$ cat config.mk
export PLATFORM = sky130hd
export DESIGN_NAME = fetch_pc_gen
export DESIGN_NICKNAME = d
export VERILOG_FILES = /design/src/rtl/fetch_pc_gen.sv
export SDC_FILE = /design/constraint.sdc
export NUM_CORES = 1
export LEC_CHECK = 0
export ABC_AREA = 0
export ABC_CLOCK_PERIOD_IN_PS = 3400
export CAP_MARGIN = 20
export CELL_PAD_IN_SITES_DETAIL_PLACEMENT = 2
export CELL_PAD_IN_SITES_GLOBAL_PLACEMENT = 2
export CORE_MARGIN = 5
export CORE_UTILIZATION = 28
export DETAILED_ROUTE_END_ITERATION = 10
export PLACE_DENSITY = 0.89
export SYNTH_ARGS = -nofsm -noshare
export SYNTH_HDL_FRONTEND = slang
export SYNTH_SLANG_ARGS = --single-unit
$ cat constraint.sdc
create_clock -name clk -period 3.4 [get_ports clk]
set_input_delay 0.85 -clock clk [delete_from_list [all_inputs] [get_ports clk]]
set_output_delay 0.85 -clock clk [all_outputs]
set_load 0.01 [all_outputs]
$ cat src/rtl/fetch_pc_gen.sv
// fetch_pc_gen: registered next-PC generator for the fetch stage.
//
// Holds the architectural fetch PC and presents it to the Icache. On each
// accepted request, the PC advances by a stride that decode supplies. Redirect
// channels can override the sequential stride, and the lowest channel index
// wins. A redirect that arrives while the stage is stalled is held in a
// pending register until the stall releases, so it is never lost.
//
// Handshake: a request transfers on a cycle where fetch_valid & fetch_ready
// are both high and stall is low. While fetch_valid & ~fetch_ready, fetch_pc
// is held stable. A redirect taken in that situation abandons the request,
// and fetch_kill pulses in the same cycle.
//
// Ports:
//   clk, rst       clock, synchronous active-high reset
//   stall          freezes the PC and defers redirects
//   redir_valid    per-channel redirect pulse (bit 0 = highest priority)
//   redir_pc       per-channel target, channel i at [i*ADDR_WIDTH +: ADDR_WIDTH]
//   decode_step    stride code 0..4 => +0,+2,+4,+6,+8; 5..7 are illegal
//   fetch_ready    Icache accepts the request
//   fetch_valid    request valid
//   fetch_pc       request address (register output)
//   fetch_kill     outstanding unaccepted request abandoned (combinational)
//   redir_pending  a deferred redirect is held
//   step_err       illegal decode_step on an accepted request (combinational)
module fetch_pc_gen #(
  parameter int                     ADDR_WIDTH = 32,
  parameter logic [ADDR_WIDTH-1:0]  START_PC   = '0,
  parameter int                     NUM_REDIR  = 2,
  parameter int                     PLUS_WIDTH = 3
) (
  input  logic                            clk,
  input  logic                            rst,
  input  logic                            stall,
  input  logic [NUM_REDIR-1:0]            redir_valid,
  input  logic [NUM_REDIR*ADDR_WIDTH-1:0] redir_pc,
  input  logic [PLUS_WIDTH-1:0]           decode_step,
  input  logic                            fetch_ready,
  output logic                            fetch_valid,
  output logic [ADDR_WIDTH-1:0]           fetch_pc,
  output logic                            fetch_kill,
  output logic                            redir_pending,
  output logic                            step_err
);

  localparam int IDX_W = (NUM_REDIR > 1) ? $clog2(NUM_REDIR) : 1;

  typedef enum logic [1:0] {
    BOOT = 2'd0,
    RUN  = 2'd1,
    HOLD = 2'd2
  } state_e;

  state_e                 state_q, state_d;
  logic [ADDR_WIDTH-1:0]  pc_q, pc_d;
  logic [ADDR_WIDTH-1:0]  pend_pc_q, pend_pc_d;
  logic [IDX_W-1:0]       pend_idx_q, pend_idx_d;

  logic                   redir_any;
  logic [IDX_W-1:0]       sel_idx;
  logic [ADDR_WIDTH-1:0]  sel_pc;
  logic                   step_legal;
  logic [ADDR_WIDTH-1:0]  stride;
  logic                   fire;
  logic                   new_wins;

  // Redirect arbitration. Scanning downward lets the lowest asserted index
  // write last. Bit 0 of the target is forced low for 2-byte alignment.
  always_comb begin
    redir_any = 1'b0;
    sel_idx   = '0;
    sel_pc    = '0;
    for (int i = NUM_REDIR - 1; i >= 0; i--) begin
      if (redir_valid[i]) begin
        redir_any = 1'b1;
        sel_idx   = IDX_W'(i);
        sel_pc    = redir_pc[i*ADDR_WIDTH +: ADDR_WIDTH];
      end
    end
    sel_pc[0] = 1'b0;
  end

  assign step_legal = (decode_step <= PLUS_WIDTH'(4));
  assign stride     = ADDR_WIDTH'(decode_step) << 1;
  assign fire       = fetch_valid & fetch_ready & ~stall;
  // A fresh redirect may replace the held one only at equal or higher priority.
  assign new_wins   = redir_any & (sel_idx <= pend_idx_q);

  always_comb begin
    state_d    = state_q;
    pc_d       = pc_q;
    pend_pc_d  = pend_pc_q;
    pend_idx_d = pend_idx_q;
    fetch_kill = 1'b0;
    step_err   = 1'b0;
    unique case (state_q)
      BOOT: begin
        // A redirect during BOOT behaves like a stalled redirect in RUN.
        if (redir_any) begin
          pend_pc_d  = sel_pc;
          pend_idx_d = sel_idx;
          state_d    = HOLD;
        end else begin
          state_d    = RUN;
        end
      end
      RUN: begin
        if (redir_any) begin
          if (stall) begin
            pend_pc_d  = sel_pc;
            pend_idx_d = sel_idx;
            state_d    = HOLD;
          end else begin
            pc_d       = sel_pc;
            fetch_kill = ~fetch_ready;
          end
        end else if (fire) begin
          if (step_legal) pc_d = pc_q + stride;
          else            step_err = 1'b1;
        end
      end
      HOLD: begin
        if (stall) begin
          if (new_wins) begin
            pend_pc_d  = sel_pc;
            pend_idx_d = sel_idx;
          end
        end else begin
          pc_d       = new_wins ? sel_pc : pend_pc_q;
          pend_pc_d  = '0;
          pend_idx_d = '0;
          fetch_kill = ~fetch_ready;
          state_d    = RUN;
        end
      end
      default: state_d = BOOT;
    endcase
  end

  always_ff @(posedge clk) begin
    if (rst) begin
      state_q    <= BOOT;
      pc_q       <= START_PC;
      pend_pc_q  <= '0;
      pend_idx_q <= '0;
    end else begin
      state_q    <= state_d;
      pc_q       <= pc_d;
      pend_pc_q  <= pend_pc_d;
      pend_idx_q <= pend_idx_d;
    end
  end

  assign fetch_valid   = (state_q != BOOT);
  assign fetch_pc      = pc_q;
  assign redir_pending = (state_q == HOLD);

endmodule

==> impl_metrics.yaml <==
finish:
  diodes: 0
  layout-drive-gt1-share_pct: 10.67
  nets: 704
  fin_cells: 812
  areaGrowthSynthToFinish_pct: 40.43
yosys:
  synth_fp_nets: 597
  ys.flop_type: "dfxtp_1"
  ys_seq_area_share_pct: 32.83
  ys_warn_count: 0
  syn_inst: 516
  synth_area_leaders: "dfxtp_1 33%, a22oi_1 7.5%, nor2_1 4.9%"
  synth_top_area_share_pct: 32.83
  synth_area_sq_um: 4085
  synth_cell_type_count: 62
  avgSynthCellArea_sq_um: 7.917
  yosys.area.top_type: "dfxtp_1"
  async_flop_share_pct: 0
  synth-edff-count: 0
  yosys_register_bits: 67
worst_setup_path:
  endpoint_kind: "output port"
  rrSetupSlack_ns: 0.64
  worstPathRequired_ns: 2.55
  crit_path_end: "fetch_kill"
  r2r_start: "state_q[0]"
  crit_type: "primary input to output port"
  regToRegEndpoint: "fetch_pc[3]"
  startpoint: "redir_valid[1]"
  cp-start-kind: "primary input"
  critPathArrivalTime_ns: 2.43
  critPathMaxFanout: 2
  reg2reg_depth: 9
grt:
  grt_first_pass_wirelength_um: 28900
  grt_usage_pct: 21.29
  grt_max_degree: 41
  grt_pass1_vias: 5200
  antenna_found_initial: 0
  overflow: 0
floorplanning:
  dieArea_sq_um: 17110
  core_sq_um: 14420
  fp.dieH_um: 130.8
  num_rows: 44
  top_level_ports: 109
  start_util_pct: 28.32
  dieWidth_um: 130.8
status:
  status: "finished, final reports clean"
drt:
  drc: 0
  wl_per_cell_um: 22.29
  drtIter0Drc: 273
  wl_um: 18100
  ant_nets: 0
  via_count: 4716
  firstDrtPassIters: 5
  avgViaCountPerCell: 5.808
clock_network:
  cts_tree: "yes"
  cts_setup_buffers: 0
  cts-resized-gates: 0
  ctsHoldBuffers: 0
  h-tree-depth: 3
  clk_path_buf_depth: 2
  cts.clk_slew.worst_paths_ns: 0.06
  cts_made_buffers: 9
  clk_latency_ns: 0.34
  cts.sinks: 67
  cts-root-buf: "clkbuf_16"
placed_design:
  io_buffers: 106
  placed_cells: 796
  dp_hpwl_um: 12790
  post-place-ws_ns: -0.1979
  place_congestion: 0.8446
run:
  maxCapViolCount: 0
sta:
  setup_ws_ns: 0.1201
  skew_ns: 0.006301
  finalHoldViolCount: 0
  slew_headroom_pct: 39.64
  drv_slew: 0
  final.period_utilization_pct: 96.47
  fmax_mhz: 304.9
  worstMarginPinSlew_ns: 0.8979
  finalSetupViolCount: 0
  layout_min_cycle_time_ns: 3.280
min_path:
  hp-class: "flop to flop"
power_and_ir_drop:
  p_leak_nw: 2.116
  ir_worst_vdd_v: 0.0003040
  power.density_nw_per_um2: 629.0
synthesized netlist by cell type, types with 4 or more instances:
cell      count
a21oi_1      34
dfxtp_1      67
o32ai_1       5
and2_1        6
nand3_1      30
nor3_1       11
o21a_1        4
nand2_1      31
nor2b_1       4
a211oi_1      4
o21ai_0      37
inv_1        17
a41oi_1       6
nor2_1       53
buf_2        14
nor4_1        7
a31oi_1       8
a22oi_1      41
nand2b_1      6
a22o_1       18
nand4_1       4
mux2_2        4
o22ai_1       5
and3_1        8
clkbuf_1     23
mux2i_1       7
ha_1          7
layout by cell type, fill, tap and decap left out, drive strengths merged, types with 3 or more instances in the layout:
| cell | count |
|---|---|
| nor2b | 4 |
| mux2 | 4 |
| buf | 32 |
| a22oi | 41 |
| a31oi | 8 |
| a211oi | 4 |
| nor4 | 8 |
| and4 | 3 |
| o21ai | 37 |
| clkbuf | 11 |
| ha | 7 |
| nor2 | 53 |
| o22ai | 5 |
| nand3 | 30 |
| a22o | 18 |
| and3 | 8 |
| mux2i | 7 |
| clkdlybuf4s50 | 104 |
| nand2b | 6 |
| clkinv | 3 |
| o32ai | 5 |
| nand2 | 31 |
| inv | 17 |
| nand4 | 6 |
| and2 | 6 |
| a21oi | 35 |
| o221a | 3 |
| a41oi | 6 |
| dfxtp | 67 |
| o21a | 4 |
| nor3 | 11 |
area by class of cell:
class                      count  area [sq um]
tap                          184         230.2
multi-input combinational    391          2515
clock buffer                  11         242.7
inverter                      17         63.81
clock inverter                 5         52.55
sequential                    67          1341
fill                        1619          8687
timing repair buffer         137          1291
metal layers:
metal	track usage [%]	wire (um)	up-vias	part of all wire (%)
li1	-	-	2177	-
met1	26.63	7850	2369	43
met2	37.44	9134	137	50
met3	3.699	765	33	4.2
met4	6.292	349	0	1.9
met5	0	0	-	0
report_power, final:
part           switching, W  internal, W
Combinational      0.000883     0.000634
Clock              0.000372     0.000585
Sequential         0.000182     0.000953
kinds of logic after synthesis:
| kind of cell | count (synthesis) | synth area share (%) |
|---|---|---|
| buf+inv | 58 | 6.003 |
| flops | 67 | 32.83 |
| mux | 11 | 2.818 |
| fa+ha+maj | 8 | 2.634 |
| compound gates | 196 | 33.94 |
| simple gates | 176 | 21.78 |
worst min-delay path by stage:
stage                        startpoint  slack (ns)       endpoint  cells past startpoint
after floorplan           pend_pc_q[31]        0.43  pend_pc_q[31]                      2
after global placement    pend_pc_q[25]        0.44  pend_pc_q[25]                      2
after detailed placement  pend_pc_q[29]        0.45  pend_pc_q[29]                      2
after CTS                 pend_pc_q[25]        0.46  pend_pc_q[25]                      2
after global routing      pend_pc_q[29]        0.48  pend_pc_q[29]                      2
final                     pend_pc_q[25]        0.46  pend_pc_q[25]                      2
worst max-delay path, stage by stage:
cell,delay (ns)
clkdlybuf4s50_1,0.48
nor2_1,0.07
inv_1,0.11
a21oi_1,0.10
nor4b_2,0.23
clkdlybuf4s50_1,0.58
flip-flops by register name (all words and copies together) (netlist names):
signal,count
pend_idx_q,1
state_q,2
fetch_pc,32
pend_pc_q,32
per-stage QoR:
step	setup TNS, ns	util, %	power [W]	instance area [sq um]	hold slack, ns
after floorplan	0	-	0.001954	4085	0.4312
after global placement	-0.1521	37.61	0.002505	5425	0.4365
after detailed placement	-0.5300	37.61	0.002623	5425	0.4515
after CTS	0	39.66	0.003609	5720	0.4602
after global routing	-0.02469	39.77	0.003803	5737	0.4766
final	0	39.77	0.003608	5737	0.4563
(Power assumes the default switching activity.)
